===== src/rtl/trap_ctrl.sv =====
// Machine-mode trap sequencer: synchronises interrupts, arbitrates exc > mret > irq, then runs flush/drain/commit/redirect.
// Latency: capture edge to IDLE is >= 3 cycles; requests arriving while busy are dropped, never queued.
module trap_ctrl #(
    parameter int SYNC_STAGES   = 2,
    parameter int DRAIN_TIMEOUT = 16
) (
    input  logic        clk,
    input  logic        rst,
    input  logic        meip_i,
    input  logic        mtip_i,
    input  logic        msip_i,
    input  logic        mstatus_mie,
    input  logic        mie_meie,
    input  logic        mie_mtie,
    input  logic        mie_msie,
    input  logic        exc_valid,
    input  logic [3:0]  exc_cause,
    input  logic [31:0] exc_tval,
    input  logic        mret_req,
    input  logic        retire_valid,
    input  logic [31:0] retire_pc,
    input  logic [31:0] mtvec,
    input  logic [31:0] mepc,
    input  logic        drain_ack,
    output logic [2:0]  mip_o,
    output logic        flush,
    output logic        trap_commit,
    output logic        mret_commit,
    output logic [31:0] trap_cause,
    output logic [31:0] trap_epc,
    output logic [31:0] trap_tval,
    output logic        redirect_valid,
    output logic [31:0] redirect_pc,
    output logic        busy,
    output logic        drain_err
);

    localparam int CW = (DRAIN_TIMEOUT > 2) ? $clog2(DRAIN_TIMEOUT) : 1;
    localparam logic [CW-1:0] CNT_MAX = CW'(DRAIN_TIMEOUT - 1);

    typedef enum logic [1:0] {IDLE, DRAIN, COMMIT, REDIRECT} state_t;

    state_t                      state_q, state_d;
    logic [SYNC_STAGES-1:0][2:0] sync_q, sync_d;
    logic [CW-1:0]               cnt_q, cnt_d;
    logic                        mret_mode_q, mret_mode_d;
    logic                        drain_err_q, drain_err_d;
    logic [31:0]                 cause_q, cause_d;
    logic [31:0]                 epc_q, epc_d;
    logic [31:0]                 tval_q, tval_d;

    logic [2:0]  irq_pend;
    logic        irq_take;
    logic [3:0]  irq_code;
    logic [31:0] vec_base;

    // Sync bit order matches mip_o: {meip, msip, mtip}
    always_comb begin
        sync_d    = sync_q;
        sync_d[0] = {meip_i, msip_i, mtip_i};
        for (int i = 1; i < SYNC_STAGES; i++) begin
            sync_d[i] = sync_q[i-1];
        end
    end

    assign irq_pend = sync_q[SYNC_STAGES-1] & {mie_meie, mie_msie, mie_mtie};
    assign irq_take = retire_valid & mstatus_mie & (|irq_pend);
    assign irq_code = irq_pend[2] ? 4'd11 : (irq_pend[1] ? 4'd3 : 4'd7);
    assign vec_base = {mtvec[31:2], 2'b00};

    always_comb begin
        state_d     = state_q;
        cnt_d       = cnt_q;
        mret_mode_d = mret_mode_q;
        drain_err_d = drain_err_q;
        cause_d     = cause_q;
        epc_d       = epc_q;
        tval_d      = tval_q;
        case (state_q)
            IDLE: begin
                cnt_d = '0;
                if (exc_valid) begin
                    cause_d     = {28'b0, exc_cause};
                    epc_d       = retire_pc;
                    tval_d      = exc_tval;
                    mret_mode_d = 1'b0;
                    state_d     = DRAIN;
                end else if (mret_req) begin
                    mret_mode_d = 1'b1;
                    state_d     = DRAIN;
                end else if (irq_take) begin
                    cause_d     = {1'b1, 27'b0, irq_code};
                    epc_d       = retire_pc;
                    tval_d      = 32'h0;
                    mret_mode_d = 1'b0;
                    state_d     = DRAIN;
                end
            end
            DRAIN: begin
                if (drain_ack || cnt_q == CNT_MAX) begin
                    if (!drain_ack) begin
                        drain_err_d = 1'b1;
                    end
                    cnt_d   = '0;
                    state_d = COMMIT;
                end else begin
                    cnt_d = cnt_q + 1'b1;
                end
            end
            COMMIT:   state_d = REDIRECT;
            REDIRECT: state_d = IDLE;
            default:  state_d = IDLE;
        endcase
    end

    always_ff @(posedge clk) begin
        if (!rst) begin
            state_q     <= IDLE;
            sync_q      <= '0;
            cnt_q       <= '0;
            mret_mode_q <= 1'b0;
            drain_err_q <= 1'b0;
            cause_q     <= '0;
            epc_q       <= '0;
            tval_q      <= '0;
        end else begin
            state_q     <= state_d;
            sync_q      <= sync_d;
            cnt_q       <= cnt_d;
            mret_mode_q <= mret_mode_d;
            drain_err_q <= drain_err_d;
            cause_q     <= cause_d;
            epc_q       <= epc_d;
            tval_q      <= tval_d;
        end
    end

    // Vectored mode only applies to interrupts; exceptions always go to the base
    always_comb begin
        redirect_pc = 32'h0;
        if (state_q == REDIRECT) begin
            if (mret_mode_q) begin
                redirect_pc = mepc;
            end else if (mtvec[1:0] == 2'b01 && cause_q[31]) begin
                redirect_pc = vec_base + {26'b0, cause_q[3:0], 2'b00};
            end else begin
                redirect_pc = vec_base;
            end
        end
    end

    assign mip_o          = sync_q[SYNC_STAGES-1];
    assign flush          = (state_q == DRAIN) && (cnt_q == '0);
    assign trap_commit    = (state_q == COMMIT) && !mret_mode_q;
    assign mret_commit    = (state_q == COMMIT) && mret_mode_q;
    assign redirect_valid = (state_q == REDIRECT);
    assign busy           = (state_q != IDLE);
    assign drain_err      = drain_err_q;
    assign trap_cause     = cause_q;
    assign trap_epc       = epc_q;
    assign trap_tval      = tval_q;

endmodule


===== config.mk =====
export PLATFORM = sky130hd
export DESIGN_NAME = trap_ctrl
export DESIGN_NICKNAME = d
export VERILOG_FILES = /design/src/rtl/trap_ctrl.sv
export SDC_FILE = /design/constraint.sdc
export NUM_CORES = 1
export LEC_CHECK = 0
export ABC_AREA = 1
export BUFFER_PORTS_ARGS = -buffer_cell sky130_fd_sc_hd__buf_4
export CAP_MARGIN = 20
export CELL_PAD_IN_SITES_DETAIL_PLACEMENT = 0
export CELL_PAD_IN_SITES_GLOBAL_PLACEMENT = 2
export CORE_ASPECT_RATIO = 0.7
export CORE_MARGIN = 2
export CORE_UTILIZATION = 21
export CTS_CLUSTER_SIZE = 16
export DETAILED_ROUTE_END_ITERATION = 10
export PLACE_DENSITY = 0.78
export SYNTH_ARGS = -nofsm -noshare
export SYNTH_HDL_FRONTEND = slang
export SYNTH_SLANG_ARGS = --single-unit

===== constraint.sdc =====
create_clock -name clk -period 4.7 [get_ports clk]
set_input_delay 1.41 -clock clk [delete_from_list [all_inputs] [get_ports clk]]
set_output_delay 1.41 -clock clk [all_outputs]
set_load 0.02 [all_outputs]

==> impl_metrics.csv, run 1 <==
group,metric,value,unit
status,run_status,"complete, no violations",
timing,fin_skew,12.26,ps
global_route,grt_pass1_vias,5079,
power,intPower,0.001848,W
logic_synthesis,synth-warning-count,0,
critical_path,path_buf_inv,4,
floorplan,dieHeight,130.5,um
critical_path,crit_slowest_cell,"fa_2",
power,power_frac_seq,0.307,
worst_hold_path,hp-class,"flop to flop",
critical_path,reg2reg_depth,8,
layout,nNetsFinal,1141,
clock_tree,clock_insertion_delay_worst_skew,340,ps
timing,timing.final.ws_setup,159.3,ps
logic_synthesis,synthMuxAreaShare,0,
logic_synthesis,synth-simple-area-share,0.3444,
critical_path,critical-path-max-stage-delay,420,ps
critical_path,path_cells,"buf_4 -> ha_4 -> inv_1 -> fa_2 -> nor2_4 -> o21ai_2 -> nor2_4 -> nand2_2 -> o21ai_1 -> nand3_1 -> nand2_1 -> inv_1 -> buf_4",
critical_path,end_kind,"primary output",
placed_design,io_buffers,254,
job,maxCapViolations,0,
layout,diodes,0,
placed_design,globalplace.congestion,0.7326,
floorplan,num_io_pins,282,
logic_synthesis,ys_types,41,
clock_tree,cts_made_buffers,9,
logic_synthesis,synth_area_per_cell,6.460,um^2
clock_tree,clockBufferDepth,2,
clock_tree,root_buffer,"clkbuf_16",
clock_tree,cts_tree,"built",
logic_synthesis,post_synth_xor_area_fraction,0.005474,
global_route,grt_overflow,0,
critical_path,critPathLaunchType,"primary input",
clock_tree,htreeDepth,3,
power,swShare,0.3934,
global_route,grt_max_degree,67,
layout,nFillCells,2548,
floorplan,core,0.02256,mm^2
worst_hold_path,hold_depth,2,
logic_synthesis,netlist_area,0.004800,mm^2
timing,tns,0,ps
logic_synthesis,synth_fa_ha_area_frac,0.03024,
routing,drt-total-wl,17880,um
layout,final_core_util,0.3229,
floorplan,dieArea,0.02410,mm^2
routing,wl_per_cell,13.74,um
logic_synthesis,synth-compound-area-share,0.1457,
timing,setup_viol,0,
timing,hold_violations,0,
routing,first_pass_iters,4,
power,power_switching,0.001198,W
critical_path,critical_path.max_fanout,8,
routing,viasPerCell,4.002,
global_route,grt_usage,0.1456,
clock_tree,post_cts_buffers,0,
placed_design,dpl_cell_area,0.006920,mm^2
layout,drive_above_1_share,0.3182,
routing,drt_iter0_markers,151,
floorplan,die_x,184.7,um
timing,period_minus_slack,4541,ps
critical_path,arrival,3130,ps
logic_synthesis,synth_top_family_by_area,"simple AND/OR/NAND/NOR gates",
logic_synthesis,syn_inst,743,
critical_path,path_depth,13,
timing,worst_hold_slack,407.7,ps
placed_design,place_hpwl,13640,um
logic_synthesis,ys_seq_elements,83,
routing,vias,5210,
logic_synthesis,ys_seq_area_frac,0.3462,
timing,fmax,0.2202,GHz
routing,post-route-drc-count,0,
clock_tree,clk_pin_slew,60,ps
power,power_density,418.2,mW/mm^2
clock_tree,cts.sink_count,83,
layout,fin_area,0.007284,mm^2
power,power_frac_comb,0.432,
placed_design,place_ws,-20.53,ps
power,power.share.clock,0.261,
floorplan,floorplan.initialDensity,0.2127,
timing,slew_viol_final,0,
timing,slew_headroom,0.5442,
timing,timing.final.crit_share,0.9661,
critical_path,cp.required,3290,ps
global_route,antenna_found_initial,0,
critical_path,cp_top_family,"simple AND/OR/NAND/NOR gates",
routing,ant_nets,0,
timing,worstMarginPinSlew,683.6,ps
power,irDropWorstVdd,0.2243,mV
global_route,grt_pass1_wl,27480,um
floorplan,placementRows,46,
power,leakage,3.642,nW
layout,area_growth,51.77,%
critical_path,crit_type,"primary input to primary output",
[what timing repair did]
action / 4_1_cts / 5_1_grt
hold buffers: 0 / 0
pin swaps: 0 / 6
setup endpoints to repair: 1 / 9
resized for setup: 1 / 6
gates cloned: 0 / 0
[worst register-to-register path: stages, from the launching register on]
cell,delay [ps]
dfxtp_1,370
inv_1,90
ha_1,320
inv_2,100
nor2_1,50
nand2_2,80
buf_4,500
o21ai_0,340
nor2_1,130
[final cells by class]
type | instances | area [um^2] | share of cell area
repair buffers | 261 | 1963 | 0.2695
multi-input cells | 555 | 2653 | 0.3641
clock buffers | 11 | 252.7 | 0.03470
flip-flops and latches | 83 | 1662 | 0.2281
clock inverters | 5 | 82.58 | 0.01134
inverters | 75 | 281.5 | 0.03865
well taps | 312 | 390.4 | 0.05359
[sequential cells by signal, indices dropped and copies added (netlist names)]
register / cells
state_q: 2
drain_err: 1
cnt_q: 4
mret_mode_q: 1
trap_epc: 32
trap_tval: 32
mip_o: 3
trap_cause: 5
sync_d: 3
[cell usage after synthesis, drive strengths merged]
library cell    n  area (um^2)
nand3          38        205.2
nor3b           2        26.28
dfxtp          83         1662
fa              1        20.02
conb            1        3.750
a31oi           1        6.260
nand3b          1        7.510
clkinv          1        3.750
or2             6        37.54
ha             10        125.1
o21ai          67        339.1
clkbuf         17        63.81
nor3            9        66.32
nand2         176        685.7
o22ai           1        6.260
and2            1        6.260
a211oi          3        22.52
xnor2           1        8.760
buf            39        265.3
a21oi          56        280.3
xor2            2        17.52
o211ai          6        45.04
inv            74        277.8
nand4           6        43.79
nor2          141        574.3
[final timing paths]
| kind | from | endpoint | slack (ps) |
|---|---|---|---|
| worst max-delay path | mtvec[2] | redirect_pc[28] | 160 |
| worst min-delay path | sync_d[4] | mip_o[1] | 410 |
| worst max register to register | state_q[0] | trap_epc[12] | 2680 |
| worst min register to register | sync_d[4] | mip_o[1] | 410 |
[cells in the final DEF (no fill, tap or decap), types with 2 or more instances in the layout]
| cell type | instances |
|---|---|
| buf_4 | 260 |
| nand2_1 | 169 |
| nor2_1 | 129 |
| dfxtp_1 | 83 |
| inv_1 | 68 |
| o21ai_0 | 56 |
| a21oi_1 | 56 |
| nand3_1 | 35 |
| conb_1 | 27 |
| o21ai_1 | 10 |
| ha_1 | 9 |
| clkbuf_16 | 9 |
| nor2_2 | 7 |
| inv_2 | 6 |
| o211ai_1 | 6 |
| nor3_1 | 6 |
| nand2_2 | 5 |
| nor2_4 | 5 |
| nand4_1 | 5 |
| nand3_2 | 3 |
| or2_0 | 3 |
| a211oi_1 | 3 |
| nor3_2 | 2 |
| nand2_4 | 2 |
| xor2_1 | 2 |
| or2_2 | 2 |
| clkbuf_8 | 2 |
| inv_6 | 2 |
| bufinv_16 | 2 |
[layer usage]
| metal | GRT usage | part of all wire | up-vias |
|---|---|---|---|
| met5 | 0 | 0 | - |
| met4 | 0.04482 | 0.012 | 0 |
| met3 | 0.05820 | 0.11 | 10 |
| met2 | 0.2245 | 0.42 | 187 |
| met1 | 0.1874 | 0.46 | 2227 |
| li1 | - | - | 2786 |
[cells by family after synthesis]
family / after synthesis
and+or+nand+nor: 380
AOI/OAI and AO/OA: 134
buffers and inverters: 131
DFF: 83
adders and majority gates: 11
xor gates and xnor gates: 3
other: 1
[power by group through the flow]
stage                     Combinational (W)  Clock [W]  Sequential (W)
after floorplan                    0.000630          0         0.00109
after global placement              0.00134          0        0.000942
after global routing                0.00147   0.000852        0.000953
after detailed placement            0.00133          0        0.000947
after CTS                           0.00134   0.000827        0.000935
final                               0.00132   0.000797        0.000934
[metrics by stage]
stage               power [W]  instances
finish               0.003047       1302
floorplan            0.001721        769
detailed placement   0.002278       1286
global route         0.003273       1302
CTS                  0.003097       1302
global placement     0.002280       1286
Note: power is estimated with default switching activity, not from simulation.
==> inputs of run 2 (changes only) <==
--- a/config.mk
+++ b/config.mk
@@ -12,10 +12,11 @@
 export CELL_PAD_IN_SITES_GLOBAL_PLACEMENT = 2
 export CORE_ASPECT_RATIO = 0.7
 export CORE_MARGIN = 2
-export CORE_UTILIZATION = 21
+export CORE_UTILIZATION = 23
 export CTS_CLUSTER_SIZE = 16
 export DETAILED_ROUTE_END_ITERATION = 10
-export PLACE_DENSITY = 0.78
+export PLACE_DENSITY = 0.84
+export SKIP_LAST_GASP = 1
 export SYNTH_ARGS = -nofsm -noshare
 export SYNTH_HDL_FRONTEND = slang
 export SYNTH_SLANG_ARGS = --single-unit
==> constraint.sdc (replaced) <==
create_clock -name clk -period 5.6 [get_ports clk]
set_input_delay 1.68 -clock clk [delete_from_list [all_inputs] [get_ports clk]]
set_output_delay 1.68 -clock clk [all_outputs]
set_load 0.02 [all_outputs]
==> impl_metrics.csv, run 2 (synthesized netlist as in run 1, its figures left out) <==
group,metric,value,unit
global_route,met3_usage,0.06502,
clock_tree,post_cts_buffers,0,
layout,final_core_util,0.3470,
critical_path,critPathLaunchType,"primary input",
layout,nNetsFinal,1140,
global_route,grt_util_met1,0.1993,
clock_tree,cts.sink_count,83,
clock_tree,cts_hold_buf,0,
clock_tree,clk_pin_slew,60,ps
global_route,busiest_layer,"met2",
timing,tns,0,ps
clock_tree,cts_resized,0,
routing,ant_nets,0,
routing,viasPerCell,4.180,
layout,drive_above_1_share,0.3121,
routing,wl_per_cell,13.75,um
routing,post-route-drc-count,0,
critical_path,r2r_slack,3670,ps
layout,diodes,0,
power,irDropWorstVdd,0.1859,mV
layout,area_growth,48.85,%
clock_tree,clock_insertion_delay_worst_skew,340,ps
layout,nFillCells,2342,
floorplan,floorplan.initialDensity,0.2331,
timing,slew_viol_final,0,
global_route,grt_pass1_wl,27080,um
critical_path,cp.required,3920,ps
timing,fmax,0.1911,GHz
placed_design,globalplace.congestion,0.7721,
timing,worstMarginPinSlew,974.4,ps
timing,rsz0062_at_grt,"no",
layout,layout_commonest_cell,"buf_4",
critical_path,r2r_start,"state_q[0]",
timing,fin_skew,4.996,ps
global_route,use_met2,0.2403,
layout,layout_common_cells,"buf_4 (259), nand2_1 (169), nor2_1 (131), dfxtp_1 (83), inv_1 (68)",
critical_path,end_kind,"primary output",
floorplan,core,0.02059,mm^2
clock_tree,clockBufferDepth,2,
timing,period_minus_slack,5232,ps
timing,setup_viol,0,
routing,drt-total-wl,17370,um
global_route,grt_pass1_vias,5100,
worst_hold_path,whs_endpoint,"mip_o[1]",
power,power_density,339.4,mW/mm^2
floorplan,placementRows,44,
placed_design,io_buffers,254,
critical_path,reg2reg_depth,8,
clock_tree,root_buffer,"clkbuf_16",
clock_tree,htreeDepth,3,
routing,first_pass_iters,6,
routing,vias,5279,
timing,hold_violations,0,
routing,drt_iter0_markers,206,
global_route,grt_usage,0.1546,
power,leakage,3.604,nW
status,run_status,"complete, no violations",
job,maxCapViolations,0,
global_route,grt_max_degree,67,
placed_design,place_hpwl,13320,um
floorplan,die_x,176.7,um
floorplan,num_io_pins,282,
clock_tree,cts_tree,"built",
clock_tree,cts_made_buffers,9,
floorplan,dieArea,0.02206,mm^2
timing,timing.final.crit_share,0.9342,
critical_path,critical_path.max_fanout,5,
critical_path,rr_endpoint,"trap_epc[8]",
global_route,grt_overflow,0,
worst_hold_path,hp-class,"flop to flop",
worst_hold_path,min_from,"sync_d[4]",
critical_path,crit_type,"primary input to primary output",
floorplan,dieHeight,124.9,um
critical_path,arrival,3550,ps
worst_hold_path,hold_depth,2,
timing,slew_headroom,0.3497,
global_route,antenna_found_initial,0,
[run 2: changes by cell type in the layout (fill, tap and decap cells not counted), moves of 2 or more]
cell       previous run  this run
nor2_1              129       131
clkinv_2              1         3
clkbuf_8              2         0
bufinv_16             2         0
[run 2: cell type report]
class / instances / area, um^2 / share of cell area
Inverter: 75 / 281.5 / 0.03940
Tap cell: 276 / 345.3 / 0.04834
Timing Repair Buffer: 260 / 1972 / 0.2760
Clock inverter: 5 / 31.28 / 0.004378
Clock buffer: 9 / 225.2 / 0.03152
Sequential cell: 83 / 1662 / 0.2326
Multi-Input combinational cell: 555 / 2628 / 0.3678
[run 2: through the flow]
step | setup WS (ps) | cell area [um^2] | std cells | hold slack, ps | total power, W
after floorplan | 676.4 | 4897 | 769 | 390.5 | 0.001445
after global placement | 359.0 | 6860 | 1248 | 394.3 | 0.001904
after detailed placement | 303.5 | 6860 | 1248 | 399.6 | 0.001906
after CTS | 302.0 | 7117 | 1262 | 417.9 | 0.002457
after global routing | 147.5 | 7144 | 1263 | 437.4 | 0.002615
final | 368.3 | 7144 | 1263 | 409.9 | 0.002425
[run 2: how the worst max path moves through the flow]
stage                     startpoint              end  slack [ps]  cells after the start
after floorplan             mtvec[2]  redirect_pc[26]         680                     12
after global placement      mtvec[2]  redirect_pc[22]         360                     13
after detailed placement    mtvec[2]  redirect_pc[22]         300                     13
after CTS                   mtvec[2]  redirect_pc[22]         300                     13
after global routing        mtvec[2]  redirect_pc[26]         150                     14
final                       mtvec[2]  redirect_pc[22]         370                     13
[run 2: where the power goes]
group	switching [W]	total, W	internal (W)
Sequential	0.0000680	0.000780	0.000712
Clock	0.000243	0.000537	0.000295
Combinational	0.000678	0.00111	0.000430
Total	0.000988	0.00242	0.00144
[run 2: critical path, stage by stage]
cell     delay, ps
buf_4           90
ha_1           180
inv_1           60
fa_1           410
nor2_1         190
nor2_1          80
nor2_2         160
nand3_2        160
or2_0          230
nand3_1         70
nand2_1         60
inv_1           50
buf_4          130
[run 2: routing by layer]
| metal | vias up | share of wire |
|---|---|---|
| li1 | 2785 | - |
| met1 | 2294 | 0.44 |
| met2 | 195 | 0.44 |
| met3 | 5 | 0.11 |
| met4 | 0 | 0.0060 |
| met5 | - | 0 |
